==> config.mk <==
export PLATFORM = sky130hd
export DESIGN_NAME = nav_controller
export DESIGN_NICKNAME = d
export VERILOG_FILES = /design/src/rtl/nav_controller.sv
export SDC_FILE = /design/constraint.sdc
export NUM_CORES = 1
export LEC_CHECK = 0
export ABC_AREA = 1
export CORE_MARGIN = 2
export CORE_UTILIZATION = 44
export CTS_BUF_LIST = sky130_fd_sc_hd__clkbuf_4 sky130_fd_sc_hd__clkbuf_8 sky130_fd_sc_hd__clkbuf_16
export DETAILED_ROUTE_END_ITERATION = 12
export PLACE_DENSITY = 0.8
export REMOVE_ABC_BUFFERS = 1
export SETUP_SLACK_MARGIN = 0.2
export SYNTH_ARGS = -nofsm -noshare
export SYNTH_HDL_FRONTEND = slang
export SYNTH_SLANG_ARGS = --single-unit
==> constraint.sdc <==
create_clock -name clk -period 4.1 [get_ports clk]
set_clock_uncertainty 0.15 [all_clocks]
set_input_delay 0.615 -clock clk [delete_from_list [all_inputs] [get_ports clk]]
set_output_delay 0.615 -clock clk [all_outputs]
set_load 0.02 [all_outputs]
==> src/rtl/nav_controller.sv <==
// Navigation command sequencer: speed-mode selection, position zeroing and a
// charge/jump/cooldown sequence with abort and a saturating jump counter.
module nav_controller #(
  parameter int unsigned k               = 16,
  parameter int unsigned CHARGE_CYCLES   = 4,
  parameter int unsigned COOLDOWN_CYCLES = 8
) (
  input  logic           clk,
  input  logic           rst,
  input  logic           cmd_valid,
  output logic           cmd_ready,
  input  logic [1:0]     cmd_op,
  input  logic [1:0]     cmd_speed,
  input  logic [3*k-1:0] cmd_target,
  output logic [3:0]     mode_selector,
  output logic [3:0]     pos_mode,
  output logic [3*k-1:0] jump_position,
  output logic           cmd_err,
  output logic [7:0]     jump_count
);

  localparam int unsigned CntMax = (CHARGE_CYCLES > COOLDOWN_CYCLES) ? CHARGE_CYCLES
                                                                     : COOLDOWN_CYCLES;
  localparam int unsigned CntW   = $clog2(CntMax + 1);

  localparam logic [CntW-1:0] ChargeLoad   = CntW'(CHARGE_CYCLES - 1);
  localparam logic [CntW-1:0] CooldownLoad = CntW'(COOLDOWN_CYCLES - 1);

  localparam logic [1:0] OpSetMode = 2'b00;
  localparam logic [1:0] OpJump    = 2'b01;
  localparam logic [1:0] OpZero    = 2'b10;
  localparam logic [1:0] OpAbort   = 2'b11;

  localparam logic [3:0] ModeZero    = 4'b0001;
  localparam logic [3:0] PosZero     = 4'b0001;
  localparam logic [3:0] PosSublight = 4'b0010;
  localparam logic [3:0] PosJump     = 4'b0100;

  typedef enum logic [2:0] {StIdle, StZero, StCharge, StJump, StCooldown} state_e;

  state_e          state_q, state_d;
  logic [CntW-1:0] cnt_q, cnt_d;
  logic [3:0]      mode_q, mode_d;
  logic [3:0]      saved_q, saved_d;
  logic [3:0]      pos_q, pos_d;
  logic [3*k-1:0]  jpos_q, jpos_d;
  logic            err_q, err_d;
  logic [7:0]      jcnt_q, jcnt_d;
  logic            accept;

  assign cmd_ready     = (state_q == StIdle) || (state_q == StCharge);
  assign accept        = cmd_valid & cmd_ready;
  assign mode_selector = mode_q;
  assign pos_mode      = pos_q;
  assign jump_position = jpos_q;
  assign cmd_err       = err_q;
  assign jump_count    = jcnt_q;

  always_comb begin
    state_d = state_q;
    cnt_d   = cnt_q;
    mode_d  = mode_q;
    saved_d = saved_q;
    jpos_d  = jpos_q;
    err_d   = 1'b0;
    jcnt_d  = jcnt_q;

    unique case (state_q)
      StIdle: begin
        if (accept) begin
          unique case (cmd_op)
            OpSetMode: begin
              mode_d  = 4'b0001 << cmd_speed;
              saved_d = 4'b0001 << cmd_speed;
            end
            OpJump: begin
              jpos_d  = cmd_target;
              mode_d  = ModeZero;
              cnt_d   = ChargeLoad;
              state_d = StCharge;
            end
            OpZero:  state_d = StZero;
            OpAbort: ;
          endcase
        end
      end
      StZero: state_d = StIdle;
      StCharge: begin
        // Abort wins even on the final charge cycle.
        if (accept && (cmd_op == OpAbort)) begin
          state_d = StIdle;
          mode_d  = saved_q;
          cnt_d   = '0;
        end else begin
          err_d = accept;
          if (cnt_q == '0) begin
            state_d = StJump;
          end else begin
            cnt_d = cnt_q - CntW'(1);
          end
        end
      end
      StJump: begin
        if (jcnt_q != 8'hff) begin
          jcnt_d = jcnt_q + 8'd1;
        end
        mode_d  = saved_q;
        cnt_d   = CooldownLoad;
        state_d = StCooldown;
      end
      StCooldown: begin
        if (cnt_q == '0) begin
          state_d = StIdle;
        end else begin
          cnt_d = cnt_q - CntW'(1);
        end
      end
      default: state_d = StIdle;
    endcase

    unique case (state_d)
      StZero:  pos_d = PosZero;
      StJump:  pos_d = PosJump;
      default: pos_d = PosSublight;
    endcase
  end

  always_ff @(posedge clk) begin
    if (rst) begin
      state_q <= StIdle;
      cnt_q   <= '0;
      mode_q  <= ModeZero;
      saved_q <= ModeZero;
      pos_q   <= PosZero;
      jpos_q  <= '0;
      err_q   <= 1'b0;
      jcnt_q  <= '0;
    end else begin
      state_q <= state_d;
      cnt_q   <= cnt_d;
      mode_q  <= mode_d;
      saved_q <= saved_d;
      pos_q   <= pos_d;
      jpos_q  <= jpos_d;
      err_q   <= err_d;
      jcnt_q  <= jcnt_d;
    end
  end

endmodule
==> metrics.cfg <==
[drt]
drtIter0Drc = 175
firstDrtPassIters = 4
post-route-drc-count = 0
wl_per_cell_um = 12.8
num_vias = 3120
viasPerCell = 4.83
drt_wl_total_um = 8240
detail-route-antenna-nets = 0

[worst_setup_path]
worstPathMaxFanout = 6
critPathRequiredTime_ns = 3.34
rr_startpoint = state_q[2]
criticalPathCategory = register to output pin
endpoint_kind = output pin
crit_start = state_q[2]
arrival_ns = 1.63
cp-start-kind = register

[clock_tree]
htreeDepth = 3
cts_made_buffers = 9
cts.sinks = 75
clkTransAtPathRegs_ns = 0.08
cts_buffer_depth = 2
post_cts_resized = 0
post-cts-setup-buffers = 0
postCtsHoldBufs = 0
clkLatencyLatePin_ns = 0.34
cts_tree = done
cts_root_buf = clkbuf_8

[placement]
dp_hpwl_um = 5770
gp_congestion = 0.863
io_buffers = 119

[synth]
ys_ff_latch = 75
synth_edf_count = 0
yosysTopAreaCell = dfxtp_1
yosys.area.top_type_share_pct = 48.0
postSynthAreaPerCell_um2 = 7.23
synth_cell_types = 30
synthTopCellsByArea = dfxtp_1 (48%), nor2_1 (14%), nand2_1 (8.5%), o21ai_0 (8.0%), inv_1 (4.1%)
syn_area_um2 = 3130
synth_most_common_cell = nor2_1
ys_top_cells_by_count = nor2_1 (118), dfxtp_1 (75), nand2_1 (71), o21ai_0 (50), inv_1 (34)
yosys_most_used_dff = dfxtp_1
async_flop_share_pct = 0
netlist_instances = 433
ys_seq_area_share_pct = 48.0
ys_warn_count = 0

[timing]
rsz0062_at_grt = false
fin_tns_setup_ns = 0
timing.hold.ws_ns = 0.317
report.final.slew_viol_count = 0
fin_crit_ns = 2.40
relSlewSlack_pct = 47.7
setup_viol = 0
timing.fmax_mhz = 417
post-route-period-util_pct = 58.5
tightest_slew_ns = 0.784
hold_viol_final = 0

[finish]
areaGrowthSynthToFinish_pct = 46.1
fin_nets = 606
antennaDiodeCount = 0
drive_gt1_share_pct = 5.45

[grt]
grtUsageTotal_pct = 22.1
grt_max_degree = 55
grt_overflow_total = 0
grt_first_pass_wirelength_um = 13500
first_global_vias = 3010
antenna_found_initial = 0

[power_and_ir_drop]
peakVddDrop_uv = 279
powerDensity_nw_per_um2 = 377
p_leak_uw = 0.00200

[floorplanning]
io_pins = 121
die_area_um2 = 7800
dieWidth_um = 88.3
die_y_um = 88.3
start_util_pct = 45.8
coreArea_um2 = 6830
fp-row-count = 30

[job]
cap_violations = 0

[min_path]
hold_class = register to register
worst_hold_startpoint = saved_q[3]

[run_status]
outcome = finished, final reports clean

## state kept, by name, indices dropped and copies added (netlist names)
register	count
cmd_err	1
cnt_q	4
jump_count	8
jump_position	48
mode_selector	4
pos_mode	3
saved_q	4
state_q	3
## path summary, 6_finish.rpt
path | end | slack, ns | cells after the start
setup / recovery | cmd_ready | 1.70 | 2
setup reg to reg | jump_count[2] | 2.37 | 7
hold reg to reg | saved_q[3] | 0.32 | 2
hold / removal | saved_q[3] | 0.32 | 2
## placed cells by master (no fill, tap or decap), types with 2 or more instances in the layout
cell | netlist | final
o22ai_1 | 3 | 3
clkdlybuf4s50_1 | 0 | 119
nand3_2 | 2 | 2
inv_1 | 34 | 34
inv_2 | 4 | 4
dfxtp_1 | 75 | 75
nand2_1 | 71 | 71
buf_4 | 4 | 2
a21oi_1 | 12 | 12
nand2_2 | 2 | 2
nor3_1 | 2 | 2
nor2_1 | 118 | 118
o21ai_1 | 3 | 3
ha_1 | 6 | 6
nand3_1 | 15 | 15
bufinv_16 | 0 | 2
clkbuf_8 | 0 | 11
nand4_1 | 5 | 5
nor2_2 | 2 | 2
o21ai_0 | 50 | 50
## metal layers
metal / routed length, um / global-route usage [%]
met4: 133 / 6.20
met1: 3390 / 25.7
met3: 981 / 12.5
met5: 0 / 0
met2: 3740 / 35.3
## layout make-up
| class | instances | area (um^2) |
|---|---|---|
| Fill cell | 606 | 2260 |
| Sequential cell | 75 | 1500 |
| Multi-Input combinational cell | 300 | 1370 |
| Timing Repair Buffer | 121 | 1210 |
| Clock buffer | 12 | 159 |
| Inverter | 38 | 143 |
| Tap cell | 96 | 120 |
| Clock inverter | 4 | 72.6 |
## metrics by stage
step	setup slack [ns]	util, %	cell area (um^2)	instances	power, uW
detailed placement	1.46	63.5	4340	630	1080
finish	1.70	66.9	4570	646	1720
floorplan	1.45	-	3010	413	936
CTS	1.69	66.9	4570	646	1740
global route	1.61	66.9	4570	646	1800
global placement	1.50	63.5	4340	630	1080
## logic make-up (layout without fill, tap and decap cells)
kind of cell | Yosys count | in the layout | share of synthesized area [%]
fa+ha+maj | 6 | 6 | 2.40
buf+inv | 58 | 175 | 8.28
xor+xnor | 2 | 2 | 0.560
simple gates | 219 | 219 | 28.6
compound gates | 72 | 72 | 12.1
flops | 75 | 75 | 48.0
other cells | 1 | 1 | 0.120
## worst max-delay path: stages, from the launching register on
cell and delay [ns]:
dfxtp_1 0.38, nor2_2 0.25, clkdlybuf4s50_1 0.66
## where the power goes
part	switching (uW)	internal [uW]	total, uW	leakage [uW]
logic	148	136	284	0.00127
registers	18.9	765	784	0.000612
clock network	272	382	654	0.000116
Note: power is estimated with default switching activity, not from simulation.
